### src/rtl/dram_req_arbiter.sv
// dram_req_arbiter
// Shares one DRAM_conRV user interface between two masters (port 0 = CPU
// bus, port 1 = DMA/loader). Each port latches one outstanding request.
// A small FSM grants the controller, pulses its rd/wr enable for one
// cycle, follows the controller's busy handshake and hands read data plus
// a one-cycle done pulse back to the owning port.
//
// Ports:
//   clk, rst_x                  clock, asynchronous active-low reset
//   pN_rd_en/pN_wr_en           one-cycle request strobes (N = 0, 1)
//   pN_addr/pN_wdata/pN_ctrl    request payload
//   pN_rdata/pN_busy/pN_done    registered read data, pending flag, completion pulse
//   m_rd_en/m_wr_en/m_addr/m_wdata/m_ctrl   controller request side
//   m_rdata/m_busy/m_init_done  controller response and status
//   grant_id                    port owning the current or last transaction
//   timeout_err                 sticky watchdog flag
//   arb_state                   FSM state for debug
module dram_req_arbiter #(
  parameter int FIXED_PRIO     = 0,
  parameter int TIMEOUT_CYCLES = 4096
) (
  input  logic        clk,
  input  logic        rst_x,
  input  logic        p0_rd_en,
  input  logic        p0_wr_en,
  input  logic [31:0] p0_addr,
  input  logic [31:0] p0_wdata,
  input  logic [2:0]  p0_ctrl,
  output logic [31:0] p0_rdata,
  output logic        p0_busy,
  output logic        p0_done,
  input  logic        p1_rd_en,
  input  logic        p1_wr_en,
  input  logic [31:0] p1_addr,
  input  logic [31:0] p1_wdata,
  input  logic [2:0]  p1_ctrl,
  output logic [31:0] p1_rdata,
  output logic        p1_busy,
  output logic        p1_done,
  output logic        m_rd_en,
  output logic        m_wr_en,
  output logic [31:0] m_addr,
  output logic [31:0] m_wdata,
  output logic [2:0]  m_ctrl,
  input  logic [31:0] m_rdata,
  input  logic        m_busy,
  input  logic        m_init_done,
  output logic        grant_id,
  output logic        timeout_err,
  output logic [2:0]  arb_state
);

  localparam int WD_W = $clog2(TIMEOUT_CYCLES + 1);
  localparam logic [WD_W-1:0] WD_LIMIT = WD_W'(TIMEOUT_CYCLES);

  typedef enum logic [2:0] {
    IDLE      = 3'd0,
    ISSUE     = 3'd1,
    WAIT_BUSY = 3'd2,
    WAIT_DONE = 3'd3,
    DONE      = 3'd4
  } state_t;

  state_t            state_q, state_d;
  logic [1:0]        pend_q, pend_d;
  logic [1:0]        is_rd_q, is_rd_d;
  logic [1:0][31:0]  addr_q, addr_d;
  logic [1:0][31:0]  wdata_q, wdata_d;
  logic [1:0][2:0]   ctrl_q, ctrl_d;
  logic              m_rd_en_q, m_rd_en_d, m_wr_en_q, m_wr_en_d;
  logic [31:0]       m_addr_q, m_addr_d, m_wdata_q, m_wdata_d;
  logic [2:0]        m_ctrl_q, m_ctrl_d;
  logic              gid_q, gid_d;
  logic [1:0]        done_q, done_d;
  logic [1:0][31:0]  rdata_q, rdata_d;
  logic [WD_W-1:0]   wd_q, wd_d;
  logic              to_q, to_d;
  logic              win;

  logic [1:0]        req_rd, req_wr, clr;
  logic [1:0][31:0]  req_addr, req_wdata;
  logic [1:0][2:0]   req_ctrl;

  assign req_rd    = {p1_rd_en, p0_rd_en};
  assign req_wr    = {p1_wr_en, p0_wr_en};
  assign req_addr  = {p1_addr, p0_addr};
  assign req_wdata = {p1_wdata, p0_wdata};
  assign req_ctrl  = {p1_ctrl, p0_ctrl};

  // The granted port's pending bit is released as the FSM leaves DONE.
  assign clr = (state_q == DONE) ? (gid_q ? 2'b10 : 2'b01) : 2'b00;

  // Per-port request latch: accept only when not already pending; a read wins a rd+wr collision.
  always_comb begin
    pend_d  = pend_q;
    is_rd_d = is_rd_q;
    addr_d  = addr_q;
    wdata_d = wdata_q;
    ctrl_d  = ctrl_q;
    for (int p = 0; p < 2; p++) begin
      if ((req_rd[p] || req_wr[p]) && !pend_q[p]) begin
        pend_d[p]  = 1'b1;
        is_rd_d[p] = req_rd[p];
        addr_d[p]  = req_addr[p];
        wdata_d[p] = req_wdata[p];
        ctrl_d[p]  = req_ctrl[p];
      end else if (clr[p]) begin
        pend_d[p] = 1'b0;
      end else begin
        pend_d[p] = pend_q[p];
      end
    end
  end

  // Arbitration, controller handshake sequencing and watchdog.
  always_comb begin
    state_d   = state_q;
    m_rd_en_d = 1'b0;
    m_wr_en_d = 1'b0;
    m_addr_d  = m_addr_q;
    m_wdata_d = m_wdata_q;
    m_ctrl_d  = m_ctrl_q;
    gid_d     = gid_q;
    done_d    = 2'b00;
    rdata_d   = rdata_q;
    wd_d      = wd_q;
    to_d      = to_q;
    // On a tie round-robin favours the port that did not own the last grant.
    if (pend_q == 2'b11) begin
      win = (FIXED_PRIO != 0) ? 1'b0 : ~gid_q;
    end else begin
      win = pend_q[1];
    end
    case (state_q)
      IDLE: begin
        if (m_init_done && !m_busy && (pend_q != 2'b00)) begin
          gid_d     = win;
          m_addr_d  = addr_q[win];
          m_wdata_d = wdata_q[win];
          m_ctrl_d  = ctrl_q[win];
          m_rd_en_d = is_rd_q[win];
          m_wr_en_d = ~is_rd_q[win];
          wd_d      = '0;
          state_d   = ISSUE;
        end else begin
          state_d = IDLE;
        end
      end
      ISSUE: begin
        state_d = WAIT_BUSY;
      end
      WAIT_BUSY, WAIT_DONE: begin
        if (wd_q != WD_LIMIT) begin
          wd_d = wd_q + WD_W'(1);
        end else begin
          wd_d = wd_q;
        end
        // The transaction is never aborted; the flag only records the overrun.
        if (wd_d == WD_LIMIT) begin
          to_d = 1'b1;
        end else begin
          to_d = to_q;
        end
        if (state_q == WAIT_BUSY) begin
          if (m_busy) begin
            state_d = WAIT_DONE;
          end else begin
            state_d = WAIT_BUSY;
          end
        end else if (!m_busy) begin
          // Result and done pulse are registered here so they are valid during DONE.
          state_d       = DONE;
          done_d[gid_q] = 1'b1;
          if (is_rd_q[gid_q]) begin
            rdata_d[gid_q] = m_rdata;
          end else begin
            rdata_d[gid_q] = rdata_q[gid_q];
          end
        end else begin
          state_d = WAIT_DONE;
        end
      end
      DONE: begin
        state_d = IDLE;
      end
      default: begin
        state_d = IDLE;
      end
    endcase
  end

  // State and output registers; grant_id resets to 1 so port 0 wins the first tie.
  always_ff @(posedge clk or negedge rst_x) begin
    if (!rst_x) begin
      state_q   <= IDLE;
      pend_q    <= 2'b00;
      is_rd_q   <= 2'b00;
      addr_q    <= '0;
      wdata_q   <= '0;
      ctrl_q    <= '0;
      m_rd_en_q <= 1'b0;
      m_wr_en_q <= 1'b0;
      m_addr_q  <= 32'd0;
      m_wdata_q <= 32'd0;
      m_ctrl_q  <= 3'd0;
      gid_q     <= 1'b1;
      done_q    <= 2'b00;
      rdata_q   <= '0;
      wd_q      <= '0;
      to_q      <= 1'b0;
    end else begin
      state_q   <= state_d;
      pend_q    <= pend_d;
      is_rd_q   <= is_rd_d;
      addr_q    <= addr_d;
      wdata_q   <= wdata_d;
      ctrl_q    <= ctrl_d;
      m_rd_en_q <= m_rd_en_d;
      m_wr_en_q <= m_wr_en_d;
      m_addr_q  <= m_addr_d;
      m_wdata_q <= m_wdata_d;
      m_ctrl_q  <= m_ctrl_d;
      gid_q     <= gid_d;
      done_q    <= done_d;
      rdata_q   <= rdata_d;
      wd_q      <= wd_d;
      to_q      <= to_d;
    end
  end

  assign p0_rdata    = rdata_q[0];
  assign p1_rdata    = rdata_q[1];
  assign p0_busy     = pend_q[0];
  assign p1_busy     = pend_q[1];
  assign p0_done     = done_q[0];
  assign p1_done     = done_q[1];
  assign m_rd_en     = m_rd_en_q;
  assign m_wr_en     = m_wr_en_q;
  assign m_addr      = m_addr_q;
  assign m_wdata     = m_wdata_q;
  assign m_ctrl      = m_ctrl_q;
  assign grant_id    = gid_q;
  assign timeout_err = to_q;
  assign arb_state   = state_q;

endmodule

### config.mk
export PLATFORM = sky130hd
export DESIGN_NAME = dram_req_arbiter
export DESIGN_NICKNAME = d
export VERILOG_FILES = /design/src/rtl/dram_req_arbiter.sv
export SDC_FILE = /design/constraint.sdc
export NUM_CORES = 1
export LEC_CHECK = 0
export BUFFER_PORTS_ARGS = -buffer_cell sky130_fd_sc_hd__buf_2
export CORE_UTILIZATION = 45
export CTS_CLUSTER_SIZE = 16
export DETAILED_ROUTE_END_ITERATION = 7
export GPL_ROUTABILITY_DRIVEN = 0
export PLACE_DENSITY = 0.8
export SKIP_CTS_REPAIR_TIMING = 1
export SYNTH_ARGS = -nofsm -noshare
export SYNTH_HDL_FRONTEND = slang
export SYNTH_SLANG_ARGS = --single-unit
export TNS_END_PERCENT = 100
### constraint.sdc
create_clock -name clk -period 1.8 [get_ports clk]
set_clock_uncertainty 0.1 [all_clocks]
set_input_delay 0.18 -clock clk [delete_from_list [all_inputs] [get_ports clk]]
set_output_delay 0.18 -clock clk [all_outputs]
set_load 0.005 [all_outputs]
**Word-level counts from Yosys, hierarchy flattened**

Cells that the tools add are included.

- Logic and storage cells: 100
- Output and inout port bits: 142
- Flip-flop bits (word level): 291
- Input bits: 174

- Reduce and logical (&&, ||, !) cells: 20
- Multiplexer cells: 42
- Bitwise gates (word level): 4
- Magnitude comparators: 3
- Equal/unequal tests: 8
- $add $sub $neg: 1

Operator list:

| operator | count |
|---|---|
| 2-to-1 mux 32 bit | 7 |
| bitwise mux 64 bit | 2 |
| 2-to-1 mux 64 bit | 1 |
| 2-to-1 mux 13 bit | 3 |
| demux 32 bit (select 1 bit) | 1 |
| case mux 13 bit (2 select lines) | 1 |
| 2-to-1 mux 1 bit | 16 |
| adder 13 x 1 -> 13 bit (second input constant) | 1 |
| equality test 13 bit (second input constant) | 1 |
| inequality test 13 bit (second input constant) | 1 |
| 2-to-1 mux 3 bit | 4 |
| 2-to-1 mux 2 bit | 5 |
| case mux 3 bit (3 select lines) | 1 |
| nonzero test 2 bit | 4 |
| equality test 3 x 2 -> 1 bit (second input constant) | 2 |
| AND reduction 2 bit | 3 |
| logical AND 1 bit | 5 |
| less-than comparator 1 x 2 -> 1 bit (second input constant) | 2 |
| inverter 1 bit | 4 |
| equality test 3 x 1 -> 1 bit (second input constant) | 1 |
| equality test 3 bit (second input constant) | 1 |
| logical NOT 1 bit | 3 |
| logical NOT 3 bit | 1 |
| AND reduction 3 bit | 1 |
| other kinds (6) | 7 |

**Depth between registers and ports, before layout**

- Depth in word-level cells: 7
- Depth in mapped cells: 7
- Mapped depth without buffers: 7

**Worst setup path before layout**

No wires, ideal clock.

- Kind: reg-to-reg
- From: register wd_q[0]
- To: register to_q, in the netlist timeout_err
- Data required time: 1.580 ns
- Cell stages (with the launch flop): 7
- Library setup time: 0.120 ns
- Clock period less this slack: 1.987 ns
- Setup slack: -0.187 ns
- Buffers on the path: 0
- Arrival time: 1.767 ns
- Cell sequence: dfrtp_1 ha_1 nand4_1 or4_4 xor2_1 a211oi_2 a41o_1

- Word-level cells in the longest chain between the ends: 5
- Elaborated cells between the ends (all ways): 6
- Those cells by class: add/sub: 1; eq/ne: 2; mux: 2; reduce/logical: 1

Ends and longest elaborated chain:

| item | line | source |
|---|---|---|
| start, declared | 76 | `logic [WD_W-1:0] wd_q, wd_d;` |
| start signal, assigned | 226 | `wd_q <= wd_d;` |
| adder 13 x 1 -> 13 bit or inequality test 13 bit (tied branches) | 154, 153 |  |
| 2-to-1 mux 13 bit * | 153 | `if (wd_q != WD_LIMIT) begin` |
| 2-to-1 mux 13 bit * | 134 | `case (state_q)` |
| equality test 13 bit * | 159 | `if (wd_d == WD_LIMIT) begin` |
| AND reduction 2 bit (no source line) * | - |  |
| end signal, assigned | 227 | `to_q <= to_d;` |
| end, declared | 77 | `logic to_q, to_d;` |

Every way passes the cells marked *; elsewhere a longest branch is shown, timed or not. The select of a mux whose other input is x is not followed.
A chain may end at the register's enable or synchronous reset.

**Final worst setup path**

- From: register wd_q[4]
- To: register to_q, in the netlist timeout_err

The elaborated chain is that of the path after synthesis.

==> results.yml <==
clock_network:
  numClockSinks: 291
  cts.path.max_buffers: 3
  cts_buffers: 30
  h-tree-depth: 1
  worstSkewPairLatency_ns: 0.55
  path_clk_slew_ns: 0.06
  cts_root_buf: "clkbuf_16"
  cts_tree: "done"
sta:
  setup_viol_count_final: 1
  finalHoldViolations: 0
  max-slew-margin-rel_pct: 67.0
  tightest_slew_ns: 0.495
  fmaxAchievable_ghz: 0.539
  fin_crit_sh_pct: 103
  setup_ws_ns: -0.0551
  rsz0062_at_grt: "true"
  fin_crit_ns: 1.86
  maxSlewViolCount: 0
synth:
  synth-main-ff-cell: "dfrtp_1"
  synth_area_per_cell_um2: 13.6
  synth_fa_ha_area_share_pct: 0.213
  ys_seq_area_share_pct: 62.0
  synth_edf_count: 0
  synth_top_area_share_pct: 61.8
  yosys_register_bits: 291
  async_flop_share_pct: 100
  synth_common_cells: "290 x dfrtp_1, 137 x mux2_2, 81 x nor2_1, 71 x a21oi_1, 70 x mux2i_1"
  synth_compound_area_share_pct: 5.14
  synthMuxAreaShare_pct: 25.2
  synth-warning-count: 0
  synthCells: 863
  syn_nets: 1039
  syn-cell-area_mm2: 0.0117
  synth_top_area_cell: "dfrtp_1"
  synth.distinct_cells: 47
  synth_most_common_cell: "dfrtp_1"
  synth_top_family_by_area: "multiplexers"
  synthXorXnorAreaFrac_pct: 0.298
  synthSimpleGateAreaFrac_pct: 4.92
  synth.area.top_cells: "dfrtp_1 62%, mux2_2 13%, mux2_1 6.1%"
routing:
  wl_per_cell_um: 19.5
  dr.pass1.iters: 5
  totalWireLength_um: 33800
  via_count: 9061
  drtIter0Drc: 480
  vias_per_cell: 5.21
  drc: 0
  final_antenna_net_count: 0
power_and_ir_drop:
  p_leak_nw: 8.21
  peakVddDrop_mv: 1.18
  powerDensity_mw_per_mm2: 1640
grt:
  grt_use_total_pct: 20.9
  grt_start_max_net_pins: 68
  antenna_found_initial: 3
  grt_pass1_wl_um: 44100
  grt_overflow: 0
  grt_pass1_vias: 8644
layout:
  area_growth_pct: 45.0
  nets: 1559
  post-route-util_pct: 67.0
  drive_above_1_share_pct: 41.3
  final_cell_area_mm2: 0.0170
floorplanning:
  die_area_mm2: 0.0267
  rows: 58
  dieHeight_um: 164
  coreArea_mm2: 0.0254
  die_w_um: 164
  initial_utilization_pct: 46.2
  num_io_pins: 316
critical_path:
  critical_path_class: "reg2reg"
  path_cells: "nand3_1 -> nor2_1 -> or3_2 -> a211oi_2 -> a41o_1"
  critPathBufInv: 0
  cp_top_family: "simple AND/OR/NAND/NOR gates"
  start_kind: "register"
  end_kind: "register"
  critPathArrivalTime_ns: 2.23
  max_stage_delay_ns: 0.46
  critical-path-slowest-cell: "dfrtp_1"
  crit_path_max_fanout: 7
  critical_path_required_ns: 2.17
place:
  dp_hpwl_um: 19300
  io_buffer_count: 315
  placed_area_mm2: 0.0141
run_status:
  violations: "negative setup slack"
  outcome: "finished, violations left"
min_path:
  hold_class: "in2async"
job:
  maxCapViolCount: 0
[flip-flops by register name, indices dropped and copies added (netlist names)]
| register | count |
|---|---|
| p1_rdata | 32 |
| m_wr_en | 1 |
| is_rd_q | 2 |
| arb_state | 3 |
| ctrl_q | 6 |
| done_q | 2 |
| addr_q | 64 |
| m_ctrl | 3 |
| m_addr | 32 |
| wd_q | 13 |
| m_rd_en | 1 |
| grant_id | 1 |
| pend_q | 2 |
| m_wdata | 32 |
| timeout_err | 1 |
| p0_rdata | 32 |
| wdata_q | 64 |
[cells in the final DEF (no fill, tap or decap), types with 8 or more instances in the layout]
cell	count
nand3_1	8
buf_12	13
mux2i_1	70
clkbuf_16	34
dfrtp_1	288
a21oi_1	71
nand2_1	12
o21ai_0	12
clkinv_2	9
nor2_1	79
dlygate4sd3_1	171
buf_4	37
mux2_1	64
buf_2	314
mux2_2	137
[metrics by stage]
step | instances | power (mW) | hold slack, ns | setup WS (ns) | TNS (ns)
after CTS | 1562 | 27.2 | -0.526 | -0.0769 | -0.372
after global routing | 1739 | 29.5 | 0.0841 | -0.0924 | -2.77
after floorplan | 863 | 16.7 | -0.216 | -0.0100 | -0.0100
after global placement | 1506 | 20.0 | 0.0483 | 0.0124 | 0
final | 1739 | 27.9 | 0.0682 | -0.0551 | -0.0551
after detailed placement | 1506 | 20.6 | 0.0555 | -0.0537 | -0.159
[path summary, 6_finish.rpt]
path                                   from           to  slack [ns]  depth (start not counted)
worst min register to register  p1_rdata[1]  p1_rdata[1]        0.38                          1
min in group clk                   p0_wr_en    pend_q[0]        0.08                          4
worst max register to register      wd_q[4]  timeout_err       -0.06                          5
worst max-delay path                wd_q[4]  timeout_err       -0.06                          5
worst min-delay path                  rst_x  p0_rdata[7]        0.07                          2
max in group asynchronous             rst_x    m_addr[8]        0.78                          3
[power by group]
group / internal, mW / total (mW) / leakage (nW) / switching (mW)
clock network: 4.00 / 6.62 / 0.532 / 2.62
registers: 9.69 / 11.5 / 3.49 / 1.81
logic: 5.26 / 9.78 / 4.19 / 4.52
[layout make-up]
| type | count | area, um2 |
|---|---|---|
| fill | 1721 | 8370 |
| sequential | 291 | 7290 |
| multi-input combinational | 514 | 4290 |
| timing repair buffer | 541 | 3950 |
| clock buffer | 41 | 883 |
| tap | 330 | 413 |
| clock inverter | 15 | 181 |
| inverter | 5 | 18.8 |
| antenna | 2 | 5.00 |
[layer usage]
metal / track usage [%] / up-vias / wire [um]
li1: - / 4101 / -
met5: 0 / - / 11
met1: 24.6 / 4504 / 12900
met2: 36.2 / 365 / 17600
met4: 7.07 / 2 / 1090
met3: 6.09 / 89 / 2200
[cells by family (layout without fill, tap and decap cells)]
family	count (synthesis)	count (layout)
flops	291	291
mux	271	271
simple gates	128	128
compound gates	109	109
buf+inv	58	602
xor+xnor	4	4
fa+ha+maj	2	2
other cells	0	2
Note: power is estimated with default switching activity, not from simulation.
